--- src/rtl/io_bus_bridge.sv ---
// io_bus_bridge: splits the cpu byte bus into 128KB RAM and an I/O page at 0x3xxxx holding the
// UART TX/RX FIFOs and a free-running cycle counter; freezes the cpu while TX cannot accept.
module io_bus_bridge #(
    parameter int unsigned TX_DEPTH_LOG2 = 4,
    parameter int unsigned RX_DEPTH_LOG2 = 4
) (
    input  logic        clk_in,
    input  logic        rst_in,
    input  logic        rdy_in,
    input  logic [31:0] cpu_a,
    input  logic [7:0]  cpu_dout,
    input  logic        cpu_wr,
    output logic [7:0]  cpu_din,
    output logic        cpu_rdy,
    output logic [16:0] ram_a,
    output logic        ram_we,
    output logic [7:0]  ram_wdata,
    input  logic [7:0]  ram_rdata,
    output logic [7:0]  tx_data,
    output logic        tx_valid,
    input  logic        tx_ready,
    input  logic [7:0]  rx_data,
    input  logic        rx_valid,
    output logic        prog_done,
    output logic        rx_overflow
);
    localparam int unsigned TxDepth = 2 ** TX_DEPTH_LOG2;
    localparam int unsigned RxDepth = 2 ** RX_DEPTH_LOG2;

    typedef enum logic [2:0] {
        SelZero, SelRam, SelRx, SelCnt0, SelCnt1, SelCnt2, SelCnt3
    } sel_e;

    // Only addr[17:0] is decoded.
    logic unused_a;
    assign unused_a = ^cpu_a[31:18];

    logic is_io, is_data, is_ctrl, is_cnt;
    assign is_io   = (cpu_a[17:16] == 2'b11);
    assign is_data = is_io && (cpu_a[15:0] == 16'h0000);
    assign is_ctrl = is_io && (cpu_a[15:0] == 16'h0004);
    assign is_cnt  = is_io && (cpu_a[15:2] == 14'h0001);

    logic [TX_DEPTH_LOG2:0] tx_wr_q, tx_wr_d, tx_rd_q, tx_rd_d;
    logic [RX_DEPTH_LOG2:0] rx_wr_q, rx_wr_d, rx_rd_q, rx_rd_d;
    logic [7:0]             tx_mem_q [TxDepth];
    logic [7:0]             rx_mem_q [RxDepth];
    logic [7:0]             rx_byte_q, rx_byte_d;
    logic [31:0]            cycle_cnt_q, cycle_cnt_d;
    logic [31:0]            snapshot_q, snapshot_d;
    sel_e                   sel_q, sel_d;
    logic                   prog_done_q, prog_done_d;
    logic                   rx_overflow_q, rx_overflow_d;

    logic tx_empty, tx_full, rx_empty, rx_full;
    assign tx_empty = (tx_wr_q == tx_rd_q);
    assign tx_full  = (tx_wr_q[TX_DEPTH_LOG2] != tx_rd_q[TX_DEPTH_LOG2]) &&
                      (tx_wr_q[TX_DEPTH_LOG2-1:0] == tx_rd_q[TX_DEPTH_LOG2-1:0]);
    assign rx_empty = (rx_wr_q == rx_rd_q);
    assign rx_full  = (rx_wr_q[RX_DEPTH_LOG2] != rx_rd_q[RX_DEPTH_LOG2]) &&
                      (rx_wr_q[RX_DEPTH_LOG2-1:0] == rx_rd_q[RX_DEPTH_LOG2-1:0]);

    // A zero byte to the data port is dropped, so it never needs to stall.
    logic tx_req;
    assign tx_req  = cpu_wr && ((is_data && (cpu_dout != 8'h00)) || is_ctrl);
    assign cpu_rdy = rdy_in && !(tx_req && tx_full);

    logic rd_take, wr_take, tx_push, tx_pop, rx_pop_req, rx_pop, rx_push;
    logic [7:0] tx_wdata;
    assign rd_take    = cpu_rdy && !cpu_wr;
    assign wr_take    = cpu_rdy && cpu_wr;
    assign tx_push    = cpu_rdy && tx_req;
    assign tx_wdata   = is_ctrl ? 8'h00 : cpu_dout;
    assign tx_pop     = !tx_empty && tx_ready;
    assign rx_pop_req = rd_take && is_data;
    assign rx_pop     = rx_pop_req && !rx_empty;
    assign rx_push    = rx_valid && (!rx_full || rx_pop);

    assign ram_a     = cpu_a[16:0];
    assign ram_wdata = cpu_dout;
    assign ram_we    = wr_take && !is_io;

    assign tx_valid    = !tx_empty;
    assign tx_data     = tx_mem_q[tx_rd_q[TX_DEPTH_LOG2-1:0]];
    assign prog_done   = prog_done_q;
    assign rx_overflow = rx_overflow_q;

    always_comb begin
        tx_wr_d       = tx_wr_q;
        tx_rd_d       = tx_rd_q;
        rx_wr_d       = rx_wr_q;
        rx_rd_d       = rx_rd_q;
        rx_byte_d     = rx_byte_q;
        cycle_cnt_d   = cycle_cnt_q + 32'd1;
        snapshot_d    = snapshot_q;
        sel_d         = sel_q;
        prog_done_d   = prog_done_q;
        rx_overflow_d = rx_overflow_q;

        if (tx_push) tx_wr_d = tx_wr_q + 1'b1;
        if (tx_pop)  tx_rd_d = tx_rd_q + 1'b1;
        if (rx_push) rx_wr_d = rx_wr_q + 1'b1;
        if (rx_pop)  rx_rd_d = rx_rd_q + 1'b1;

        if (rx_pop_req) begin
            rx_byte_d = rx_pop ? rx_mem_q[rx_rd_q[RX_DEPTH_LOG2-1:0]] : 8'h00;
        end
        if (rx_valid && rx_full && !rx_pop) rx_overflow_d = 1'b1;
        if (wr_take && is_ctrl)             prog_done_d   = 1'b1;
        if (rd_take && is_ctrl)             snapshot_d    = cycle_cnt_q;

        if (rd_take) begin
            if (!is_io) begin
                sel_d = SelRam;
            end else if (is_data) begin
                sel_d = SelRx;
            end else if (is_cnt) begin
                unique case (cpu_a[1:0])
                    2'd0:    sel_d = SelCnt0;
                    2'd1:    sel_d = SelCnt1;
                    2'd2:    sel_d = SelCnt2;
                    default: sel_d = SelCnt3;
                endcase
            end else begin
                sel_d = SelZero;
            end
        end
    end

    // Byte 0 of a 0x30004 read sees the snapshot taken on that same read.
    always_comb begin
        cpu_din = 8'h00;
        unique case (sel_q)
            SelRam:  cpu_din = ram_rdata;
            SelRx:   cpu_din = rx_byte_q;
            SelCnt0: cpu_din = snapshot_q[7:0];
            SelCnt1: cpu_din = snapshot_q[15:8];
            SelCnt2: cpu_din = snapshot_q[23:16];
            SelCnt3: cpu_din = snapshot_q[31:24];
            default: cpu_din = 8'h00;
        endcase
    end

    always_ff @(posedge clk_in) begin
        if (!rst_in) begin
            tx_wr_q       <= '0;
            tx_rd_q       <= '0;
            rx_wr_q       <= '0;
            rx_rd_q       <= '0;
            rx_byte_q     <= 8'h00;
            cycle_cnt_q   <= 32'd0;
            snapshot_q    <= 32'd0;
            sel_q         <= SelZero;
            prog_done_q   <= 1'b0;
            rx_overflow_q <= 1'b0;
        end else begin
            tx_wr_q       <= tx_wr_d;
            tx_rd_q       <= tx_rd_d;
            rx_wr_q       <= rx_wr_d;
            rx_rd_q       <= rx_rd_d;
            rx_byte_q     <= rx_byte_d;
            cycle_cnt_q   <= cycle_cnt_d;
            snapshot_q    <= snapshot_d;
            sel_q         <= sel_d;
            prog_done_q   <= prog_done_d;
            rx_overflow_q <= rx_overflow_d;
        end
    end

    // Storage needs no reset: the pointers alone define what is valid.
    always_ff @(posedge clk_in) begin
        if (tx_push) tx_mem_q[tx_wr_q[TX_DEPTH_LOG2-1:0]] <= tx_wdata;
        if (rx_push) rx_mem_q[rx_wr_q[RX_DEPTH_LOG2-1:0]] <= rx_data;
    end

endmodule
--- config.mk ---
export PLATFORM = sky130hd
export DESIGN_NAME = io_bus_bridge
export DESIGN_NICKNAME = d
export VERILOG_FILES = /design/src/rtl/io_bus_bridge.sv
export SDC_FILE = /design/constraint.sdc
export NUM_CORES = 1
export LEC_CHECK = 0
export BUFFER_PORTS_ARGS = -buffer_cell sky130_fd_sc_hd__buf_2
export CAP_MARGIN = 40
export CORE_MARGIN = 5
export CORE_UTILIZATION = 55
export CTS_CLUSTER_SIZE = 14
export DETAILED_ROUTE_END_ITERATION = 8
export HOLD_SLACK_MARGIN = 0.08
export PLACE_DENSITY = 0.76
export SLEW_MARGIN = 40
export SYNTH_ARGS = -nofsm -noshare
export SYNTH_HDL_FRONTEND = slang
export SYNTH_SLANG_ARGS = --single-unit
--- constraint.sdc ---
create_clock -name clk_in -period 5.46 [get_ports clk_in]
set_clock_uncertainty 0.2 [all_clocks]
set_input_delay 0.819 -clock clk_in [delete_from_list [all_inputs] [get_ports clk_in]]
set_output_delay 0.819 -clock clk_in [all_outputs]
set_load 0.02 [all_outputs]
Word level (Yosys, flattened, before mapping)
Memory sizes are Yosys's and may differ from the RTL's. A register that Yosys moved wholly into a read port is not among the register bits.
Cells that the tools add are included.
Storage, ports and cells
  register bits: 97
  RAM bits: 256
  bits of input ports: 62
  output and inout port bits: 46
  memories kept: 2
Memories
  rx_mem_q: words 16, width 8, read ports 1, clocked after Yosys merged registers in 1, wr ports 1, RTL line 47  | logic [7:0] rx_mem_q [RxDepth];
  tx_mem_q: words 16, width 8, read ports 1, clocked after Yosys merged registers in 1, wr ports 1, RTL line 46  | logic [7:0] tx_mem_q [TxDepth];
Cells by class
  add/sub/neg operators: 5
  eq/ne operators: 17
  multiplexer cells: 15
  reduce and logical (&&, ||, !) cells: 33
Operator list (count)
  case mux 8 bit (6 select lines): 1
  adder 32 x 1 -> 32 bit (second input constant): 1
  logical AND 1 bit: 21
  adder 5 x 1 -> 5 bit (second input constant): 4
  equality test 16 x 3 -> 1 bit (second input constant): 1
  logical NOT 16 bit: 1
  2-to-1 mux 4 bit: 4
  2-to-1 mux 8 bit: 2
  equality test 14 x 1 -> 1 bit (second input constant): 1
  equality test 5 bit: 2
  equality test 3 bit (second input constant): 3
  2-to-1 mux 3 bit: 3
  case mux 3 bit (3 select lines): 1
  equality test 4 bit: 2
  nonzero test 8 bit: 1
  logical NOT 1 bit: 7
  equality test 3 x 2 -> 1 bit (second input constant): 2
  equality test 2 bit (second input constant): 2
  2-to-1 mux 1 bit: 4
  equality test 3 x 1 -> 1 bit (second input constant): 1
  equality test 2 x 1 -> 1 bit (second input constant): 1
  logical NOT 2 bit: 1
  logical OR 1 bit: 2
  != test 1 bit: 2

Logic depth before layout (Yosys ltp)
Gate-level depths: netlist (run 1).
  depth in word-level cells: 15
  mapped depth: 9
  mapped depth without buffers: 7

Worst setup path after synthesis (run 1)
OpenSTA, ideal clock, no wires.
  kind: input to register
  start: input cpu_a[0]
  end: memory tx_mem_q[10][0], enable pin
  setup time: 0.385 ns
  arrival: 2.793 ns
  setup slack: 2.082 ns
  cell stages on the path: 7
  buffers on the path: 0
  path through: inv_1 ha_1 and4b_1 nand4_4 a2111oi_4 nand2_1 nor3b_1
Between the ends
  longest elaborated chain between the ends: 11
  elaborated cells on any way between the ends: 13
RTL lines
  start: declaration: RTL line 10  | input logic [31:0] cpu_a,
  logical NOT 16 bit: RTL line 40  | assign is_data = is_io && (cpu_a[15:0] == 16'h0000);
  logical AND 1 bit: RTL line 40
  logical AND 1 bit: RTL line 65  | assign tx_req = cpu_wr && ((is_data && (cpu_dout != 8'h00)) || is_ctrl);
  logical OR 1 bit *: RTL line 65
  logical AND 1 bit *: RTL line 65
  logical AND 1 bit: RTL line 66  | assign cpu_rdy = rdy_in && !(tx_req && tx_full);
  logical NOT 1 bit: RTL line 66
  logical AND 1 bit: RTL line 66
  logical AND 1 bit *: RTL line 72  | assign tx_push = cpu_rdy && tx_req;
  2-to-1 mux 1 bit *: RTL line 172  | if (tx_push) tx_mem_q[tx_wr_q[TX_DEPTH_LOG2-1:0]] <= tx_wdata;
  2-to-1 mux 1 bit (not written as such) *: RTL line 172
  end: declaration: RTL line 46
Mark *: on every way between the ends. The rest lies on a longest branch, timed or not.

==> results of run 1 <==
[how the worst min path moves through the flow]
stage                   start        endpoint  slack, ns  cells after the start
2_1_floorplan  snapshot_q[19]  snapshot_q[19]       0.24                      2
3_3_place_gp   snapshot_q[19]  snapshot_q[19]       0.25                      2
3_5_place_dp   snapshot_q[28]  snapshot_q[28]       0.26                      2
4_1_cts        snapshot_q[26]  snapshot_q[26]       0.26                      2
5_1_grt        snapshot_q[29]  snapshot_q[29]       0.29                      2
6_report       snapshot_q[26]  snapshot_q[26]       0.26                      2
[cell families after synthesis]
family,after synthesis
compound gates,109
simple gates,296
fa+ha+maj,14
mux,99
flops,361
xor+xnor,47
buf+inv,89
[critical path, cell delays in order, from the launching register on]
cell and delay, ns:
dfxtp_4 0.66, buf_4 0.34, mux4_2 0.55, mux4_2 0.51, buf_2 0.18
[placed cells by master (no fill, tap or decap), types with 20 or more instances in the layout]
cell type  synthesis  layout
mux4_2            72      72
mux2i_1           25      25
edfxtp_1         256     256
nand3_1           20      20
nor2_1            23      22
clkbuf_16          0      37
nand2_1          116     116
buf_2             14      93
dfxtp_1          105     101
xor2_1            21      21
xnor2_1           26      26
and2_1            49      49
a21boi_0          35      35
[flip-flops by register name, summed over array words and instances, names as in the netlist, 3 cells and up, named ones only]
register,cells
rx_byte_q,8
snapshot_q,32
tx_wr_q,5
rx_rd_q,5
rx_wr_q,5
rx_mem_q,128
tx_mem_q,128
cycle_cnt_q,32
sel_q,3
tx_rd_q,5
[routing by layer]
| metal | vias up | part of all wire [%] | track usage [%] |
|---|---|---|---|
| met5 | - | 0.042 | 0 |
| li1 | 3956 | - | - |
| met3 | 54 | 5.4 | 3.36 |
| met4 | 2 | 2.3 | 5.62 |
| met1 | 4354 | 45 | 28.6 |
| met2 | 260 | 47 | 31.8 |
[per-stage QoR]
step / total power, W / utilization [%] / std cells / cell area, sq um / worst slack (ns)
4_1_cts: 0.00543 / 62.5 / 1449 / 16900 / 1.59
6_report: 0.00539 / 62.6 / 1449 / 16900 / 1.66
5_1_grt: 0.00558 / 62.6 / 1449 / 16900 / 1.50
3_3_place_gp: 0.00317 / 58.5 / 1387 / 15800 / 1.70
3_5_place_dp: 0.00317 / 58.5 / 1387 / 15800 / 1.65
2_1_floorplan: 0.00311 / - / 1015 / 15200 / 2.08
[power breakdown]
part	switching, W	internal, W
sequential	0.0000112	0.00294
combinational	0.000108	0.0000544
clock	0.000992	0.00128
[layout make-up]
type	count	area, sq um
fillers	1938	10100
inverters	8	30.0
clock buffers	41	941
flip-flops and latches	361	9800
well taps	341	427
repair buffers	112	608
clock inverters	21	125
multi-input cells	565	4980
[cells in the mapped netlist (all sizes together) (7+ instances only)]
| master | count | area share (%) |
|---|---|---|
| and4 | 7 | 0.40 |
| nor3 | 12 | 0.40 |
| nand2b | 11 | 0.45 |
| buf | 44 | 1.8 |
| xnor2 | 26 | 1.5 |
| nor3b | 10 | 0.50 |
| mux4 | 72 | 11 |
| a21oi | 19 | 0.63 |
| a22oi | 16 | 0.79 |
| nand3 | 20 | 0.66 |
| a32o | 8 | 0.53 |
| nand4 | 16 | 0.80 |
| and2 | 49 | 2.0 |
| clkbuf | 37 | 0.92 |
| mux2i | 25 | 1.7 |
| nor2 | 23 | 0.57 |
| inv | 8 | 0.20 |
| ha | 14 | 1.2 |
| xor2 | 21 | 1.2 |
| a21boi | 37 | 1.8 |
| edfxtp | 256 | 51 |
| nor4 | 9 | 0.85 |
| dfxtp | 105 | 14 |
| nand2 | 116 | 2.9 |
| nor2b | 9 | 0.37 |
==> impl_metrics.csv, run 1 <==
group,metric,value,unit
synth,synth_edf_count,256,
timing,min_period_over_period,69.6,%
synth,synth_top_family_by_area,"multiplexers",
setup_path,critical_path_class,"reg -> out",
synth,ys.flop_type,"edfxtp_1",
timing,setup-violations-final,0,
routing,drt-total-wl,30700,um
setup_path,start_kind,"register",
die,start_util,56.1,%
final_layout,layout-drive-gt1-share,23.3,%
power_and_ir_drop,p_leak,5.68,nW
setup_path,rr_worst_depth,5,
final_layout,syn_to_final_growth,11.5,%
place,place.gp.congestion,0.825,
synth,synth_mux_area_share,12.5,%
cts,path_clk_slew,0.06,ns
die,num_rows,60,
grt,antenna_found_initial,1,
die,die_h,176,um
synth,yosys.area_share.simple,10.5,%
synth,syn_area,0.0152,sq mm
cts,htreeDepth,2,
final_layout,nNetsFinal,1161,
grt,grt_pass1_wl,48100,um
synth,ys_types,52,
cts,insertion_delay,0.52,ns
routing,dr.pass1.iters,5,
place,hpwl,19700,um
final_layout,num_antenna_cells,0,
setup_path,timing.rr.start,"tx_wr_q[2]",
synth,syn_avg_cell_area,14.9,sq um
routing,ant_nets,0,
cts,cts_resized,0,
power_and_ir_drop,ir_worst_vdd,0.319,mV
flow_run,drv_cap,0,
die,die_w,176,um
cts,cts_tree,"done",
synth,synth-compound-area-share,5.59,%
cts,cts_root_buf,"clkbuf_16",
cts,clock-sinks,361,
grt,grt_pass1_vias,8589,
cts,cts_setup_buffers,0,
setup_path,endpoint,"tx_data[2]",
timing,finalHoldViolCount,0,
setup_path,cp-end-kind,"output port",
grt,gr-usage-all-layers,19.9,%
die,ios,108,
routing,drt_iter0_drc,692,
synth,synth_fp_nets,1091,
synth,async_flop_share,0,%
timing,rsz0062_at_grt,"false",
setup_path,critPathRequiredTime,4.44,ns
routing,wl_per_cell,21.2,um
routing,vias,8626,
synth,synthesis.instances,1015,
die,core_area,0.0270,sq mm
setup_path,r2r-end,"tx_mem_q[8][1]",
die,fp.dieArea,0.0310,sq mm
synth,yosysWarnings,0,
synth,synth_fa_ha_area_share,1.16,%
place,io_buffers,93,
synth,ys_seq_area_share,64.6,%
cts,cts_hold_buf,0,
timing,timing.fmax,263,MHz
timing,slew_headroom,45.5,%
grt,grt_max_degree,73,
hold_path,worstHoldPathType,"reg -> reg",
synth,synth_seq_cells,361,
setup_path,critPathArrivalTime,2.78,ns
setup_path,path_max_fanout,24,
cts,cts_buffers,37,
grt,overflow,0,
timing,finalWorstPathRequiredPeriod,3.80,ns
synth,synth_xor_area_share,2.72,%
run_status,status,"complete, no violations",
timing,holdWs,0.260,ns
setup_path,regToRegSetupSlack,2.21,ns
power_and_ir_drop,power.density,319,mW/mm^2
routing,via_per_inst,5.95,
cts,clockBufferDepth,3,
timing,setup_tns,0,ns
timing,final_max_slew_viol_count,0,
routing,drcViolationCount,0,
timing,worst_pin_slew,0.814,ns
(Power assumes the default switching activity.)
==> inputs of run 2 (changes only) <==
==> constraint.sdc (replaced) <==
create_clock -name clk_in -period 3.7 [get_ports clk_in]
set_clock_uncertainty 0.2 [all_clocks]
set_input_delay 0.555 -clock clk_in [delete_from_list [all_inputs] [get_ports clk_in]]
set_output_delay 0.555 -clock clk_in [all_outputs]
set_load 0.02 [all_outputs]
==> run 2 against run 1 <==
  * Non-clock buffer count is 22 higher
  * Highest routed layer is now met4
  * First-iteration DRC count is 16% lower
  * Utilization is 0.76 points higher
  * Largest power group unchanged
  * Worst hold slack worse by 0.010 ns
==> impl_metrics.csv, run 2 (synthesis results as in run 1) <==
group,metric,value,unit
timing,finalWorstPathRequiredPeriod,3.19,ns
setup_path,critPathRequiredTime,2.94,ns
setup_path,cp-end-kind,"output port",
place,place.gp.congestion,0.833,
place,hpwl,19700,um
die,die_h,176,um
flow_run,drv_cap,0,
timing,rsz0062_at_grt,"false",
cts,cts_resized,0,
die,core_area,0.0270,sq mm
routing,ant_nets,0,
power_and_ir_drop,power.density,471,mW/mm^2
routing,dr.pass1.iters,5,
power_and_ir_drop,clkPwrFrac,42.9,%
cts,path_clk_slew,0.06,ns
timing,finalHoldViolCount,0,
grt,gr-usage-all-layers,19.6,%
setup_path,critical_path_class,"reg -> out",
grt,grt_max_degree,82,
power_and_ir_drop,power_frac_comb,3.0,%
timing,setup_tns,0,ns
cts,clockBufferDepth,3,
cts,cts_hold_buf,0,
final_layout,layout-drive-gt1-share,24.4,%
cts,cts_buffers,37,
cts,cts_tree,"done",
grt,grt_pass1_wl,47900,um
final_layout,final_cells,1475,
power_and_ir_drop,seqPwrFrac,54.1,%
run_status,status,"complete, no violations",
power_and_ir_drop,power.switching_fraction,20.2,%
timing,holdWs,0.251,ns
setup_path,path_max_fanout,16,
cts,cts_root_buf,"clkbuf_16",
routing,vias,8626,
setup_path,start_kind,"register",
power_and_ir_drop,ir_worst_vdd,0.403,mV
routing,wl_per_cell,20.6,um
timing,min_period_over_period,86.2,%
die,ios,108,
timing,timing.fmax,313,MHz
final_layout,final_common_cell,"edfxtp_1",
cts,clock-sinks,361,
final_layout,syn_to_final_growth,12.9,%
final_layout,final_cell_mix,"edfxtp_1, nand2_1, dfxtp_1, buf_2, mux4_2",
grt,overflow,0,
hold_path,worstHoldPathType,"in -> reg",
place,io_buffers,93,
routing,drt_iter0_drc,583,
place,dp.cells,1409,
die,die_w,176,um
power_and_ir_drop,power.switching,0.00163,W
final_layout,num_antenna_cells,0,
die,start_util,56.1,%
grt,antenna_found_initial,0,
setup_path,critPathArrivalTime,2.44,ns
timing,final_max_slew_viol_count,0,
timing,worst_pin_slew,0.709,ns
die,fp.dieArea,0.0310,sq mm
routing,drcViolationCount,0,
cts,insertion_delay,0.51,ns
routing,via_per_inst,5.85,
routing,drt-total-wl,30400,um
die,num_rows,60,
setup_path,regToRegSetupSlack,0.70,ns
power_and_ir_drop,p_leak,5.84,nW
grt,grt_pass1_vias,8583,
power_and_ir_drop,intPower,0.00643,W
timing,slew_headroom,52.6,%
timing,setup-violations-final,0,
final_layout,nNetsFinal,1183,
cts,htreeDepth,2,
cts,cts_setup_buffers,0,
run 2: changes by cell type in the layout (fill, tap and decap cells not counted), moves of 3 or more:
cell	change
clkbuf_1	+6
clkinv_1	-6
clkbuf_8	+4
buf_4	+20
nor3b_1	+3
run 2: final cells by class:
| cell class | count | area (sq um) |
|---|---|---|
| Inverter | 8 | 30.0 |
| Multi-Input combinational cell | 565 | 4940 |
| Tap cell | 341 | 427 |
| Clock inverter | 15 | 106 |
| Fill cell | 1946 | 9910 |
| Clock buffer | 51 | 1020 |
| Sequential cell | 361 | 9790 |
| Timing Repair Buffer | 134 | 798 |
run 2: worst max-delay path: stages, from the launching register on:
cell	delay, ns
dfxtp_1	0.65
xor2_1	0.24
nor4_4	0.54
nand3b_1	0.15
nor2_1	0.11
nor2_1	0.06
buf_2	0.16
run 2: through the flow:
stage | instance area (sq um) | setup WS [ns] | util, % | total power, W
2_1_floorplan | 15200 | 0.586 | - | 0.00459
3_3_place_gp | 16000 | 0.593 | 59.1 | 0.00468
3_5_place_dp | 16000 | 0.522 | 59.1 | 0.00469
4_1_cts | 17100 | 0.288 | 63.3 | 0.00813
5_1_grt | 17100 | 0.314 | 63.3 | 0.00834
6_report | 17100 | 0.509 | 63.3 | 0.00806
run 2: layer usage:
layer / part of all wire (%) / routed length (um) / GRT usage [%] / vias to the layer above
li1: - / - / - / 3997
met4: 2.6 / 782 / 5.78 / 0
met5: 0 / 0 / 0 / -
met2: 49 / 14800 / 31.8 / 288
met1: 43 / 13100 / 27.9 / 4291
met3: 5.7 / 1720 / 2.93 / 50
run 2: path summary, 6_finish.rpt:
check	from	to	cells after the start
min	rx_data[6]	rx_mem_q[3][6]	1
max reg2reg	tx_wr_q[3]	tx_mem_q[8][7]	6
max	tx_wr_q[3]	cpu_rdy	6
min reg2reg	snapshot_q[29]	snapshot_q[29]	2
run 2: power by group through the flow:
stage	combinational, W	clock [W]	sequential (W)
2_1_floorplan	0.000148	0	0.00444
3_3_place_gp	0.000233	0	0.00445
3_5_place_dp	0.000239	0	0.00445
4_1_cts	0.000241	0.00352	0.00436
5_1_grt	0.000259	0.00372	0.00436
6_report	0.000239	0.00346	0.00436
==> inputs of run 3 (changes only) <==
--- a/config.mk
+++ b/config.mk
@@ -13,6 +13,7 @@
 export DETAILED_ROUTE_END_ITERATION = 8
 export HOLD_SLACK_MARGIN = 0.08
 export PLACE_DENSITY = 0.76
+export RECOVER_POWER = 50
 export SLEW_MARGIN = 40
 export SYNTH_ARGS = -nofsm -noshare
 export SYNTH_HDL_FRONTEND = slang
==> run 3 against run 2 <==
  * The run now ends with capacitance limit, slew limit left
  * Via count fell by 0.43%
  * Non-clock buffer count did not move
  * Combinational power fell by 3%
  * Critical path depth did not move
  * Worst hold slack improved by 0.0031 ns
  * Critical endpoint unchanged
  * Sequential share of layout area rose by 0.35 points
  * Register-to-register slack got worse by 0.20 ns
  * Flip-flop and latch count did not move
  * Maximum frequency fell by 0.94%
  * Cell area fell by 0.61%
  * Largest power group unchanged
  * Setup slack got worse by 0.030 ns
  * Final cell count did not move
==> impl_metrics.csv, run 3 (synthesis results as in run 1) <==
group,metric,value,unit
final_layout,layout-drive-gt1-share,20.7,%
final_layout,syn_to_final_growth,12.2,%
cts,cts_buffers,37,
final_layout,fin_util,62.9,%
timing,slew_headroom,-19.0,%
cts,htreeDepth,2,
timing,worst_pin_slew,1.77,ns
power_and_ir_drop,ir_worst_vdd,0.401,mV
setup_path,cp-end-kind,"output port",
die,start_util,56.1,%
die,core_area,0.0270,sq mm
cts,clockBufferDepth,3,
cts,path_clk_slew,0.06,ns
setup_path,slowest_delay,0.66,ns
timing,timing.fmax,310,MHz
final_layout,multiInputGateArea,0.00490,sq mm
die,die_h,176,um
die,ios,108,
place,place_area,0.0160,sq mm
setup_path,critPathBufInv,1,
final_layout,seq_area,0.00979,sq mm
final_layout,nNetsFinal,1183,
die,num_rows,60,
grt,antenna_found_initial,0,
routing,drt-total-wl,30500,um
setup_path,crit_family,"simple AND/OR/NAND/NOR gates",
setup_path,critical_path_class,"reg -> out",
final_layout,design_area,0.0170,sq mm
timing,finalWorstPathRequiredPeriod,3.22,ns
grt,overflow,0,
final_layout,final_cell_mix,"edfxtp_1, nand2_1, dfxtp_1, mux4_2, buf_2",
final_layout,final_common_cell,"edfxtp_1",
cts,cts_hold_buf,0,
grt,grt_pass1_vias,8583,
timing,finalHoldViolCount,0,
setup_path,path_max_fanout,16,
final_layout,fillers,1982,
cts,insertion_delay,0.51,ns
timing,final_max_slew_viol_count,10,
place,io_buffers,93,
routing,dr.pass1.iters,5,
flow_run,drv_cap,1,
setup_path,cp_cell_sequence,"xor2_1 -> nor4_4 -> nand3b_1 -> nor2_1 -> nor2_1 -> buf_2",
routing,vias,8589,
final_layout,num_antenna_cells,0,
run_status,violations,"capacitance limit, slew limit",
routing,via_per_inst,5.82,
place,dp.cells,1409,
die,fp.dieArea,0.0310,sq mm
hold_path,min_path_cells,3,
power_and_ir_drop,p_leak,5.67,nW
cts,cts_resized,0,
grt,grt_pass1_wl,47900,um
timing,rsz0062_at_grt,"false",
routing,wl_per_cell,20.7,um
place,place.gp.congestion,0.833,
timing,min_period_over_period,87.1,%
run_status,status,"finished with violations",
timing,setup_tns,0,ns
timing,setup-violations-final,0,
place,hpwl,19700,um
power_and_ir_drop,fin_total_pwr,0.00805,W
setup_path,path_depth,6,
routing,ant_nets,0,
die,die_w,176,um
final_layout,final_cells,1475,
cts,cts_tree,"done",
setup_path,start_kind,"register",
setup_path,rr_worst_depth,5,
power_and_ir_drop,power.density,473,mW/mm^2
setup_path,crit_slowest_cell,"dfxtp_1",
routing,drt_iter0_drc,607,
cts,clock-sinks,361,
setup_path,critPathArrivalTime,2.47,ns
cts,cts_setup_buffers,0,
setup_path,path_common_cell,"nor2_1",
grt,grt_max_degree,82,
cts,cts_root_buf,"clkbuf_16",
hold_path,worstHoldPathType,"in -> reg",
routing,drcViolationCount,0,
setup_path,critPathRequiredTime,2.94,ns
grt,gr-usage-all-layers,19.6,%
## run 3: stage by stage
stage / setup slack [ns] / hold WS, ns
2_1_floorplan: 0.586 / 0.237
3_3_place_gp: 0.593 / 0.247
3_5_place_dp: 0.522 / 0.255
4_1_cts: 0.288 / 0.228
5_1_grt: 0.296 / 0.253
6_report: 0.479 / 0.254
## run 3: final timing paths
| path | from | endpoint | slack (ns) |
|---|---|---|---|
| worst max-delay path | tx_wr_q[3] | cpu_rdy | 0.48 |
| worst min register to register | snapshot_q[29] | snapshot_q[29] | 0.26 |
| worst max register to register | cycle_cnt_q[2] | cycle_cnt_q[31] | 0.50 |
| worst min-delay path | rx_valid | rx_overflow | 0.25 |
## run 3: report_power, final
part	switching, W	internal [W]	total (W)	leakage (nW)
Clock	0.00145	0.00200	0.00345	0.558
Sequential	0.0000167	0.00435	0.00436	3.15
Combinational	0.000157	0.0000742	0.000231	1.96
## run 3: cell type report
| cell class | instances | area share (%) |
|---|---|---|
| Clock buffer | 51 | 5.99 |
| Clock inverter | 15 | 0.625 |
| Inverter | 8 | 0.177 |
| Multi-Input combinational cell | 565 | 28.8 |
| Sequential cell | 361 | 57.6 |
| Tap cell | 341 | 2.51 |
| Timing Repair Buffer | 134 | 4.32 |
## run 3: per-layer routing
| layer | vias to the layer above | global-route usage, % | wire length, um |
|---|---|---|---|
| met1 | 4277 | 27.9 | 13200 |
| met4 | 0 | 5.78 | 767 |
| li1 | 4002 | - | - |
| met5 | - | 0 | 0 |
| met2 | 260 | 31.8 | 14800 |
| met3 | 50 | 2.93 | 1670 |
## run 3: worst min-delay path, cell delays in order
cell and delay (ns):
buf_2 0.16, a21oi_1 0.13, nor2b_1 0.06
